==> config.mk <==
export PLATFORM = sky130hd
export DESIGN_NAME = rr_arbiter
export DESIGN_NICKNAME = d
export VERILOG_FILES = /design/src/rtl/rr_arbiter.sv
export SDC_FILE = /design/constraint.sdc
export NUM_CORES = 1
export LEC_CHECK = 0
export ABC_AREA = 1
export BUFFER_PORTS_ARGS = -buffer_cell sky130_fd_sc_hd__buf_4
export CAP_MARGIN = 10
export CORE_MARGIN = 1.5
export CORE_UTILIZATION = 51
export CTS_BUF_LIST = sky130_fd_sc_hd__clkbuf_16
export DETAILED_ROUTE_END_ITERATION = 8
export PLACE_DENSITY = 0.74
export SLEW_MARGIN = 20
export SYNTH_ARGS = -nofsm -noshare
export SYNTH_HDL_FRONTEND = slang
export SYNTH_SLANG_ARGS = --single-unit
==> constraint.sdc <==
create_clock -name clk -period 5 [get_ports clk]
set_clock_uncertainty 0.05 [all_clocks]
set_input_delay 0.5 -clock clk [delete_from_list [all_inputs] [get_ports clk]]
set_output_delay 0.5 -clock clk [all_outputs]
set_load 0.005 [all_outputs]
==> src/rtl/rr_arbiter.sv <==
// Registered round-robin arbiter with rotating priority and grant hold.
// Optional hold-limit preemption is compiled in with RR_ARB_HOLD_LIMIT_EN.
module rr_arbiter #(
  parameter int NUM_PORTS = 4,
  parameter int MAX_HOLD  = 4
) (
  input  logic                         clk,
  input  logic                         reset_n,
  input  logic [NUM_PORTS-1:0]         req_i,
  output logic [NUM_PORTS-1:0]         gnt_o,
  output logic [$clog2(NUM_PORTS)-1:0] gnt_id_o,
  output logic                         gnt_valid_o
);

  localparam int IDW = $clog2(NUM_PORTS);

  typedef enum logic {
    IDLE = 1'b0,
    BUSY = 1'b1
  } state_e;

  // Elaboration-time guard on the legal parameter ranges.
  if (NUM_PORTS < 2 || NUM_PORTS > 32) begin : g_bad_num_ports
    $error("rr_arbiter: NUM_PORTS out of range 2..32");
  end
  if (MAX_HOLD < 1 || MAX_HOLD > 255) begin : g_bad_max_hold
    $error("rr_arbiter: MAX_HOLD out of range 1..255");
  end

  state_e               state_q, state_d;
  logic [IDW-1:0]       ptr_q, ptr_d;
  logic [NUM_PORTS-1:0] gnt_q, gnt_d;
  logic [IDW-1:0]       gnt_id_q, gnt_id_d;
  logic                 gnt_valid_q, gnt_valid_d;
`ifdef RR_ARB_HOLD_LIMIT_EN
  logic [7:0]           hold_cnt_q, hold_cnt_d;
`endif

  logic [NUM_PORTS-1:0] cand_s;
  logic                 owner_req_s;
  logic                 preempt_s;
  logic                 keep_s;
  logic                 found_s;
  logic [IDW-1:0]       win_s;

  // Candidates exclude the current owner; gnt_q is one-hot so it doubles as the owner mask.
  always_comb begin
    cand_s      = req_i & ~gnt_q;
    owner_req_s = |(req_i & gnt_q);
`ifdef RR_ARB_HOLD_LIMIT_EN
    preempt_s   = (state_q == BUSY) && (hold_cnt_q == 8'(MAX_HOLD)) &&
                  owner_req_s && (|cand_s);
`else
    preempt_s   = 1'b0;
`endif
    keep_s      = (state_q == BUSY) && owner_req_s && !preempt_s;
  end

  // Rotating search: first candidate at or after ptr_q, wrapping modulo NUM_PORTS.
  always_comb begin
    found_s = 1'b0;
    win_s   = '0;
    for (int i = 0; i < NUM_PORTS; i++) begin
      if (!found_s && cand_s[(int'(ptr_q) + i) % NUM_PORTS]) begin
        found_s = 1'b1;
        win_s   = IDW'((int'(ptr_q) + i) % NUM_PORTS);
      end else begin
        found_s = found_s;
      end
    end
  end

  // Next-state: hold the owner, hand over directly, or fall back to idle.
  always_comb begin
    state_d     = state_q;
    ptr_d       = ptr_q;
    gnt_d       = gnt_q;
    gnt_id_d    = gnt_id_q;
    gnt_valid_d = gnt_valid_q;
`ifdef RR_ARB_HOLD_LIMIT_EN
    hold_cnt_d  = hold_cnt_q;
`endif
    if (keep_s) begin
`ifdef RR_ARB_HOLD_LIMIT_EN
      // Uncontended owner at the limit keeps the grant and restarts its window.
      hold_cnt_d = (hold_cnt_q == 8'(MAX_HOLD)) ? 8'd1 : hold_cnt_q + 8'd1;
`endif
    end else if (found_s) begin
      state_d     = BUSY;
      gnt_d       = NUM_PORTS'(1) << win_s;
      gnt_id_d    = win_s;
      gnt_valid_d = 1'b1;
      ptr_d       = (int'(win_s) == NUM_PORTS - 1) ? '0 : win_s + IDW'(1);
`ifdef RR_ARB_HOLD_LIMIT_EN
      hold_cnt_d  = 8'd1;
`endif
    end else begin
      state_d     = IDLE;
      gnt_d       = '0;
      gnt_id_d    = '0;
      gnt_valid_d = 1'b0;
`ifdef RR_ARB_HOLD_LIMIT_EN
      hold_cnt_d  = 8'd0;
`endif
    end
  end

  // State, pointer and registered outputs.
  always_ff @(posedge clk or negedge reset_n) begin
    if (!reset_n) begin
      state_q     <= IDLE;
      ptr_q       <= '0;
      gnt_q       <= '0;
      gnt_id_q    <= '0;
      gnt_valid_q <= 1'b0;
`ifdef RR_ARB_HOLD_LIMIT_EN
      hold_cnt_q  <= 8'd0;
`endif
    end else begin
      state_q     <= state_d;
      ptr_q       <= ptr_d;
      gnt_q       <= gnt_d;
      gnt_id_q    <= gnt_id_d;
      gnt_valid_q <= gnt_valid_d;
`ifdef RR_ARB_HOLD_LIMIT_EN
      hold_cnt_q  <= hold_cnt_d;
`endif
    end
  end

  assign gnt_o       = gnt_q;
  assign gnt_id_o    = gnt_id_q;
  assign gnt_valid_o = gnt_valid_q;

endmodule

=== Yosys cells after proc, flatten, opt, wreduce, memory -nomap -nowiden ===
Index checks and enable logic that the tools add are counted.

* Register bits: 9
* Latch bits: 0
* Memory bits (writable): 0
* Bits in read-only memories: 0
* Input bits: 6
* Output and inout port bits: 7
* Word-level logic and storage cells: 56
* Memories: 0

* Add/subtract/negate cells: 4
* Multipliers: 0
* Div/mod/pow operators: 0
* Magnitude comparators: 4
* Equality and inequality tests: 1
* Shifts and indexed selects: 1
* Mux-type cells: 23
* Bitwise logic cells: 7
* Reduce and logical (&&, ||, !) cells: 12

{| class="wikitable"
|+ Operator list
! cell !! number
|-
| 3-bit by 4-bit less-than comparator with 1-bit output, second input constant || 3
|-
| 1-bit two-way mux || 12
|-
| 2-bit two-way mux || 6
|-
| 4-bit bitwise AND || 2
|-
| 1-bit binary-select mux with 2-bit select || 4
|-
| 2-bit OR reduction || 3
|-
| 2-bit by 1-bit adder with 2-bit output, second input constant || 2
|-
| 2-bit adder, second input constant || 2
|-
| 1-bit logical AND || 4
|-
| 4-bit two-way mux || 1
|-
| 4-bit NOT || 1
|-
| 4-bit OR reduction || 1
|-
| 1-bit by 2-bit left shift with 4-bit output, first input constant || 1
|-
| 1-bit bitwise AND, first input constant || 3
|-
| 1-bit zero test || 3
|-
| 2-bit by 3-bit less-than comparator with 1-bit output, second input constant || 1
|-
| 2-bit by 1-bit equality test with 1-bit output, second input constant || 1
|-
| 2-bit AND reduction || 1
|-
| 1-bit NOT || 1
|}

=== Depth between registers and ports, before layout ===
* Depth in word-level cells: 16
* Depth in mapped cells: 15
* Mapped depth without buffers: 14

=== Least setup slack after synthesis ===
No wires, ideal clock.

* Path kind: register to register
* Start: reg ptr_q[0]
* End: reg ptr_q[1]
* Setup time: 0.122 ns
* Data arrival time: 1.642 ns
* Data required time: 4.828 ns
* Path slack: 3.186 ns
* Stages on the path, launching flop included: 14
* Path buffers: 1
* Clock period less this slack: 1.814 ns
* Cells stage by stage: dfrtp_1 -> buf_6 -> inv_8 -> nand2_2 -> nand2_2 -> nand3_2 -> nand2_2 -> nand3_2 -> or2_1 -> nand2_2 -> inv_2 -> ha_1 -> nand2_1 -> o21ai_1

* Word-level cells in the longest chain between the ends: 14
* Elaborated cells between the ends (all ways): 32
* Classes of those cells: add/sub (4); eq/ne (1); mux (20); reduce/logical (7)

{| class="wikitable"
|+ Ends and longest elaborated chain
! item !! line !! source
|-
| start: declaration || 31 || <nowiki>logic [IDW-1:0] ptr_q, ptr_d;</nowiki>
|-
| start signal: assignment || 121 || <nowiki>ptr_q <= ptr_d;</nowiki>
|-
| 2-bit by 1-bit adder with 2-bit output / 1-bit binary-select mux with 2-bit select (equally long branches) || 64, 66 ||
|-
| 1-bit binary-select mux with 2-bit select / 1-bit two-way mux (equally long branches) || 64 || <nowiki>if (!found_s && cand_s[(int'(ptr_q) + i) % NUM_PORTS]) begin</nowiki>
|-
| 1-bit two-way mux (implied by the code) || 64 ||
|-
| 1-bit two-way mux (implied by the code) / 1-bit zero test (equally long branches) || 64 ||
|-
| 1-bit logical AND || 64 ||
|-
| 1-bit two-way mux || 64 ||
|-
| 1-bit zero test || 64 ||
|-
| 1-bit logical AND || 64 ||
|-
| 1-bit two-way mux || 64 ||
|-
| 1-bit zero test || 64 ||
|-
| 1-bit logical AND || 64 ||
|-
| 2-bit two-way mux || 64 ||
|-
| 2-bit by 1-bit adder with 2-bit output / 2-bit by 1-bit equality test with 1-bit output (equally long branches) || 93 || <nowiki>ptr_d = (int'(win_s) == NUM_PORTS - 1) ? '0 : win_s + IDW'(1);</nowiki>
|-
| 2-bit two-way mux || 93 ||
|}

Parallel ways exist; a longest one is shown, timed or not. The select of a mux whose other input is x is not followed.
A chain may end at the register's enable or synchronous reset.

=== Final worst setup path ===
Same ends and word-level chain as after synthesis.

==> flow_summary.json <==
{
  "synth_seq_area_share_pct": 31.9,
  "cts-root-buf": "clkbuf_16",
  "grt_pass1_wl_mm": 2.36,
  "ys_seq_elements": 9,
  "core_sq_um": 1300,
  "crit_chain": "nand3_1, nand3_1, nand2_1, nand3_2, or2_1, nand2_2, inv_2, ha_1, nand2_1, o21ai_1",
  "clock_latency_ns": 0.23,
  "most-common-layout-cells": "nand2_1, nand3_1, buf_4",
  "start_util_pct": 54.3,
  "hpwl_mm": 1.22,
  "row_count": 13,
  "design.die.area_sq_um": 1620,
  "crit_slowest_cell": "dfrtp_1",
  "clk_transition_reported_paths_ns": 0.04,
  "setup_violations": 0,
  "grt_pass1_vias": 544,
  "diodes": 0,
  "fp.dieW_microns": 40.2,
  "grt_start_max_net_pins": 10,
  "wire_per_inst_microns": 12.1,
  "post-route-util_pct": 67.9,
  "drc_errors": 0,
  "grt_overflow": 0,
  "crit_fanout": 9,
  "drtIter0Drc": 25,
  "syn_inst": 98,
  "holdBufCountCts": 0,
  "h-tree-depth": 1,
  "relSlewSlack_pct": 73.5,
  "max_stage_delay_ns": 0.51,
  "clock_path_buffers": 2,
  "yosysWarnings": 0,
  "numCtsBuffers": 3,
  "numClockSinks": 9,
  "crit_arrival_ns": 2.11,
  "syn_nets": 108,
  "vias": 698,
  "final_nets": 124,
  "worstMarginPinSlew_ns": 0.397,
  "fmaxAchievable_mhz": 490,
  "whs_ns": 0.0311,
  "grt.total_usage_pct": 23.6,
  "port_buffers": 12,
  "finalHoldViolations": 0,
  "power_density_nw_per_um2": 855,
  "cp.required_ns": 5.07,
  "gp_congestion": 0.832,
  "antenna_found_initial": 0,
  "fp.dieH_microns": 40.2,
  "tns_ns": 0,
  "drv_cap": 0,
  "io_pins": 13,
  "fillers": 124,
  "area_delta_synth_final_pct": 25.0,
  "crit_type": "flop to flop",
  "cts_setup_buffers": 0,
  "fin_crit_sh_pct": 40.8,
  "start_kind": "flop",
  "cts_resized": 0,
  "wl_mm": 1.55,
  "syn_avg_cell_area_sq_um": 7.21,
  "ys_types": 17,
  "firstDrtPassIters": 4,
  "worst_hold_path_type": "input pin to asynchronous set/reset pin",
  "layout_commonest_cell": "nand2_1",
  "p_leak_nw": 0.465,
  "min_period_ns": 2.04,
  "worst_setup_path_end_kind": "flop",
  "rsz0062_at_grt": "false",
  "drtAntennaViolNets": 0,
  "drv_slew": 0,
  "status": "completed",
  "cts_tree": "done",
  "ir_drop_uv": 577,
  "synth_area_sq_um": 707,
  "viasPerCell": 5.45,
  "drive_above_1_share_pct": 27.4
}
## worst paths after layout
kind	start	end	slack [ns]	depth (start not counted)
min in group clk	gnt_id_o[1]	gnt_id_o[1]	0.43	2
max in group asynchronous	reset_n	ptr_q[0]	4.73	1
setup reg to reg	ptr_q[0]	ptr_q[1]	2.96	10
hold reg to reg	gnt_id_o[1]	gnt_id_o[1]	0.43	2
hold / removal	reset_n	state_q	0.03	1
setup / recovery	ptr_q[0]	ptr_q[1]	2.96	10
## cell families after synthesis
kind of cell    synth area share (%)
compound gates                  4.96
fa+ha+maj                       7.08
buf+inv                         7.43
flops                           31.9
simple gates                    48.7
## layer usage
| layer | wire (microns) | up-vias | part of all wire [%] | GRT usage (%) |
|---|---|---|---|---|
| met1 | 686 | 318 | 44 | 29.3 |
| met2 | 724 | 23 | 47 | 35.5 |
| met3 | 112 | 4 | 7.2 | 8.33 |
| met4 | 21 | 0 | 1.4 | 12.5 |
| li1 | - | 353 | - | - |
| met5 | 0 | - | 0 | 0 |
## critical path: cells and delay by family (launching register included)
family,cells,cell delay (ns)
compound gates,1,0.05
fa+ha+maj,1,0.26
buf+inv,1,0.04
flops,1,0.51
simple gates,7,1.00
## flip-flops by register name (all words and copies together) (netlist names)
register,cells
state_q,1
gnt_o,4
ptr_q,2
gnt_id_o,2
## synthesized netlist by cell type, drive strengths merged
cell type | n | area, sq um
buf | 1 | 11.3
dfrtp | 9 | 225
ha | 4 | 50.1
inv | 9 | 41.3
nand2 | 39 | 159
nand3 | 19 | 120
nand4 | 3 | 18.8
nor2 | 6 | 40.0
o21ai | 7 | 35.0
or2 | 1 | 6.26
## layout make-up
cell class              instances  area [sq um]  area share (%)
multi-input cells              79           429            48.6
repair buffers                 12          90.1            10.2
well taps                      15          18.8            2.12
clock buffers                   3          75.1            8.50
clock inverters                 1          3.75           0.425
flip-flops and latches          9           225            25.5
inverters                       9          41.3            4.67
## through the flow
stage | total power [mW] | area, sq um | worst slack (ns) | instances
after floorplan | 0.508 | 707 | 3.19 | 98
final | 0.756 | 883 | 2.96 | 128
after CTS | 0.762 | 883 | 2.96 | 128
after detailed placement | 0.617 | 805 | 2.94 | 124
after global placement | 0.610 | 805 | 2.98 | 124
after global routing | 0.837 | 883 | 2.80 | 128
## report_power, final
part           total (mW)  internal, mW  switching, mW
combinational       0.472         0.171          0.301
sequential          0.145         0.111         0.0349
clock               0.139         0.104         0.0342
total               0.756         0.386          0.370
(Power assumes the default switching activity.)
